**src/rtl/phv_assembler.sv**
```systemverilog
// phv_assembler: collects the leading beats of each packet into one header
// vector for the field-extract stage.
//
// Ports:
//   i_clk, i_rst_n                  clock, asynchronous active-low reset
//   i_data_valid/i_data/i_sop/i_eop input beat stream
//   o_data_ready                    beat accepted when high with i_data_valid
//   o_phv, o_phv_valid, i_phv_ready assembled vector and its handshake
//   o_phv_beats                     beats captured into o_phv (1..BEATS)
//   o_pkt_beats                     total packet beats, saturating at 16'hFFFF
//   o_abort_cnt                     packets cut short by a new sop, saturating
module phv_assembler #(
  parameter int unsigned PHV_WIDTH  = 1024,
  parameter int unsigned BEAT_WIDTH = 128,
  parameter int unsigned BEATS      = PHV_WIDTH / BEAT_WIDTH,
  parameter int unsigned BCNT_WIDTH = $clog2(BEATS + 1)
) (
  input  logic                  i_clk,
  input  logic                  i_rst_n,
  input  logic                  i_data_valid,
  input  logic [BEAT_WIDTH-1:0] i_data,
  input  logic                  i_sop,
  input  logic                  i_eop,
  output logic                  o_data_ready,
  output logic [PHV_WIDTH-1:0]  o_phv,
  output logic                  o_phv_valid,
  input  logic                  i_phv_ready,
  output logic [BCNT_WIDTH-1:0] o_phv_beats,
  output logic [15:0]           o_pkt_beats,
  output logic [7:0]            o_abort_cnt
);

  typedef enum logic [1:0] {IDLE, FILL, DRAIN, OUT} state_e;

  state_e                 state_q, state_d;
  logic [PHV_WIDTH-1:0]   phv_q, phv_d;
  logic [15:0]            pkt_beats_q, pkt_beats_d;
  logic [7:0]             abort_cnt_q, abort_cnt_d;
  logic                   accept;

  always_comb begin
    state_d     = state_q;
    phv_d       = phv_q;
    pkt_beats_d = pkt_beats_q;
    abort_cnt_d = abort_cnt_q;
    accept      = i_data_valid && (state_q != OUT);

    case (state_q)
      IDLE: ; // only an sop beat matters here, handled below
      FILL: begin
        if (accept && !i_sop) begin
          // pkt_beats_q is the next free slot while filling
          for (int unsigned k = 0; k < BEATS; k++) begin
            if (pkt_beats_q == 16'(k)) begin
              phv_d[k*BEAT_WIDTH +: BEAT_WIDTH] = i_data;
            end
          end
          pkt_beats_d = pkt_beats_q + 16'd1;
          if (i_eop) begin
            state_d = OUT;
          end else if (pkt_beats_q == 16'(BEATS - 1)) begin
            state_d = DRAIN;
          end
        end
      end
      DRAIN: begin
        if (accept && !i_sop) begin
          if (pkt_beats_q != 16'hFFFF) begin
            pkt_beats_d = pkt_beats_q + 16'd1;
          end
          if (i_eop) begin
            state_d = OUT;
          end
        end
      end
      OUT: begin
        if (i_phv_ready) begin
          state_d     = IDLE;
          phv_d       = '0;
          pkt_beats_d = '0;
        end
      end
      default: state_d = IDLE;
    endcase

    // An sop beat always restarts capture; outside IDLE it also abandons the
    // packet in progress (OUT never accepts, so only FILL/DRAIN reach here).
    if (accept && i_sop) begin
      if (state_q != IDLE && abort_cnt_q != 8'hFF) begin
        abort_cnt_d = abort_cnt_q + 8'd1;
      end
      phv_d                 = '0;
      phv_d[BEAT_WIDTH-1:0] = i_data;
      pkt_beats_d           = 16'd1;
      if (i_eop) begin
        state_d = OUT;
      end else if (BEATS == 1) begin
        state_d = DRAIN;
      end else begin
        state_d = FILL;
      end
    end
  end

  always_ff @(posedge i_clk or negedge i_rst_n) begin
    if (!i_rst_n) begin
      state_q     <= IDLE;
      phv_q       <= '0;
      pkt_beats_q <= '0;
      abort_cnt_q <= '0;
    end else begin
      state_q     <= state_d;
      phv_q       <= phv_d;
      pkt_beats_q <= pkt_beats_d;
      abort_cnt_q <= abort_cnt_d;
    end
  end

  assign o_data_ready = (state_q != OUT);
  assign o_phv_valid  = (state_q == OUT);
  assign o_phv        = phv_q;
  assign o_pkt_beats  = pkt_beats_q;
  assign o_abort_cnt  = abort_cnt_q;
  assign o_phv_beats  = (pkt_beats_q >= 16'(BEATS)) ? BCNT_WIDTH'(BEATS)
                                                    : BCNT_WIDTH'(pkt_beats_q);

endmodule

```
**config.mk**
```make
export PLATFORM = sky130hd
export DESIGN_NAME = phv_assembler
export DESIGN_NICKNAME = d
export VERILOG_FILES = /design/src/rtl/phv_assembler.sv
export SDC_FILE = /design/constraint.sdc
export NUM_CORES = 2
export LEC_CHECK = 0
export CORE_AREA = 2 2 458 460
export DETAILED_ROUTE_END_ITERATION = 16
export DIE_AREA = 0 0 460 462
export GPL_ROUTABILITY_DRIVEN = 0
export PLACE_DENSITY = 0.46
export SLEW_MARGIN = 20
export SYNTH_ARGS = -nofsm -noshare
export SYNTH_HDL_FRONTEND = slang
export SYNTH_SLANG_ARGS = --single-unit
```
**constraint.sdc**
```tcl
create_clock -name i_clk -period 2.5 [get_ports i_clk]
set_input_delay 0.25 -clock i_clk [delete_from_list [all_inputs] [get_ports i_clk]]
set_output_delay 0.25 -clock i_clk [all_outputs]
set_load 0.01 [all_outputs]
```
==> impl_metrics.csv <==
group,metric,value,unit
yosys,synth-simple-area-share,5.39,%
clock_network,numClockSinks,1050,
yosys,netlist_top_cells_area,"dfrtp_1 64%, o2bb2ai_1 16%, mux2_4 4.4%, mux2i_1 3.2%, nand2_1 2.5%",
clock_network,clk_latency,0.78,ns
sta,hold_viol_final,0,
die,core,208000,um^2
critical_path,cp.arrival,3.17,ns
placed_design,dp_hpwl,148000,um
yosys,synth-compound-area-share,17.4,%
final_layout,area_growth,54.0,%
critical_path,max_stage_delay,0.47,ns
clock_network,root_buffer,"clkbuf_16",
run,maxCapViolations,0,
detailed_routing,vias_per_cell,4.48,
global_route,grt_pass1_vias,33400,
yosys,synthArstFlopShare,100,%
placed_design,numPortBuffers,1187,
sta,whs,0.0393,ns
final_layout,stdcell_count,7188,
die,die_h,462,um
final_layout,drive_gt1_share,15.4,%
global_route,grt-ovfl-total,0,
critical_path,critical_path_buf_inv_count,5,
die,floorplan.initialDensity,19.6,%
detailed_routing,drt-initial-drc-count,2325,
run_status,outcome,"complete, no violations",
yosys,synth_top_family_by_area,"compound AO/OA/AOI/OAI gates",
final_layout,multi_input_area,13200,um^2
yosys,synth.area.mux_share,7.82,%
final_layout,nets,4508,
sta,fin_worst_skew,0.0387,ns
global_route,grt_max_degree,129,
detailed_routing,drtPass1Iterations,5,
power,p_leak,0.0271,uW
yosys,synthCells,3006,
sta,worst_pin_slew,0.940,ns
sta,period_needed,2.49,ns
sta,slew_violations,0,
final_layout,layout_commonest_cell,"clkdlybuf4s50_1",
detailed_routing,ant_nets,0,
critical_path,rrSetupSlack,0.01,ns
yosys,yosysSeqAreaShare,64.4,%
yosys,yosysTopAreaCellShare,64.4,%
detailed_routing,vias,32200,
placed_design,dp_cells,6940,
clock_network,cts_buffers,130,
yosys,avgSynthCellArea,13.6,um^2
critical_path,crit_slowest_cell,"dfrtp_2",
yosys,synth_area_leader_cell,"dfrtp_1",
detailed_routing,drc,0,
critical_path,start_kind,"register",
yosys,ys_ff_latch,1050,
sta,setup_violations,0,
power,p_per_area,1250,nW/um^2
yosys,synthAdderAreaFrac,0.306,%
global_route,antenna_found_initial,11,
global_route,grt_util_met3,6.76,%
yosys,synth-edff-count,0,
sta,period_share,99.5,%
yosys,yosys_warnings,0,
final_layout,final_cell_mix,"1180 x clkdlybuf4s50_1, 1047 x dfrtp_1, 742 x o2bb2ai_1",
final_layout,fin_util,30.2,%
sta,relSlewSlack,37.3,%
die,dieArea,213000,um^2
yosys,synth.distinct_cells,48,
critical_path,worstPathMaxFanout,45,
critical_path,required,3.18,ns
final_layout,seq_area,26300,um^2
yosys,syn-num-nets,3150,
detailed_routing,wl_per_cell,29.2,um
min_path,hold_class,"in2async",
global_route,grt_pass1_wl,285000,um
global_route,busiest_layer,"met2",
final_layout,fillers,21200,
clock_network,cts_tree,"yes",
clock_network,htreeDepth,4,
critical_path,path_cells,"nor4_4, and4_1, buf_6, buf_4, buf_12, nand3_4, buf_12, buf_16, o2bb2ai_2",
global_route,use_met1,23.5,%
clock_network,clockBufferDepth,3,
power,finalPower,78500,uW
clock_network,clk_pin_slew_worst_paths,0.05,ns
die,fp-row-count,168,
power,vdd_drop_max,752,uV
die,ios,1188,
detailed_routing,finalWirelength,210000,um
global_route,met2_usage,30.9,%
critical_path,worstSetupPathType,"reg2reg",
sta,clock.fmax,402,MHz
die,die_w,460,um
critical_path,cpLargestDelayFamily,"buffers and inverters",
global_route,grt_usage,19.0,%
yosys,syn-cell-area,40800,um^2
critical_path,crit_top_cell,"buf_12",
sta,rsz0062_at_grt,"yes",
yosys,synth_ff_type,"dfrtp_1",
yosys,synth_xor_area_share,0.150,%
critical_path,cp-end-kind,"register",
[sequential cells by signal, indices dropped and copies added, names as in the netlist]
signal	flops
o_phv	1024
o_abort_cnt	8
state_q	2
o_pkt_beats	16
[cells in the mapped netlist, types with 2 or more instances]
cell       number
dfrtp_1      1050
o2bb2ai_1     769
nand2_1       275
inv_1         136
mux2i_1       129
nor2b_1       129
clkbuf_1      128
mux2_4        120
buf_2          80
nand3_1        19
nor2_1         19
o21ai_0        19
buf_6          18
buf_12         11
ha_1           10
mux2_2          9
o31ai_1         8
buf_1           7
a21o_1          6
xnor2_1         6
a21oi_1         5
and3_1          5
nand2b_1        5
nand4_1         5
nor3_1          5
a31oi_1         4
nor4_1          4
buf_4           3
a211oi_1        2
o22ai_1         2
[metrics by stage]
stage	setup slack, ns	instance area, um^2	setup TNS, ns
after CTS	-0.0935	62400	-0.205
after floorplan	0.289	40800	0
after detailed placement	-0.360	58000	-22.61
after global routing	-0.0678	62900	-1.03
after global placement	-0.349	58000	-21.65
final	0.0127	62900	0
[area by class of cell]
type	instances	area share [%]
sequential	1050	41.8
antenna	8	0.0318
inverter	137	0.830
multi-input combinational	1571	20.9
tap	2720	5.41
clock inverter	44	0.828
clock buffer	184	6.01
timing repair buffer	1474	24.2
[layer usage]
layer	vias up	share of wire [%]
met5	-	0.025
met2	1340	47
li1	13700	-
met1	17000	41
met3	243	8.7
met4	8	3.0
[cell families (layout without fill, tap and decap cells)]
| logic type | count (synthesis) | count (layout) |
|---|---|---|
| simple gates | 472 | 472 |
| xor+xnor | 7 | 7 |
| mux | 258 | 258 |
| buf+inv | 385 | 1839 |
| other cells | 0 | 8 |
| compound gates | 824 | 824 |
| flops | 1050 | 1050 |
| fa+ha+maj | 10 | 10 |
[power by group]
part           switching, uW  internal (uW)
Combinational          19400          15900
Sequential              2830          21200
Clock                   8100          11100
Total                  30300          48200
[path summary, 6_finish.rpt]
kind / from / to / depth (start not counted)
max: o_pkt_beats[4] / o_phv[789] / 9
min: i_rst_n / o_phv[385] / 2
max reg2reg: o_pkt_beats[4] / o_phv[789] / 9
min reg2reg: o_phv[779] / o_phv[779] / 1
max in group asynchronous: i_rst_n / state_q[0] / 3
min in group i_clk: i_data[49] / o_phv[945] / 4
[timing repair]
item,4_1_cts,5_1_grt
gates cloned,2,3
hold buffers,1,0
pin swaps,4,9
endpoints found under the setup margin,12,335
endpoints found under the hold margin,93,0
gates resized for setup,38,50
buffers inserted,4,4
No activity file was read; power rests on OpenSTA's default activity.
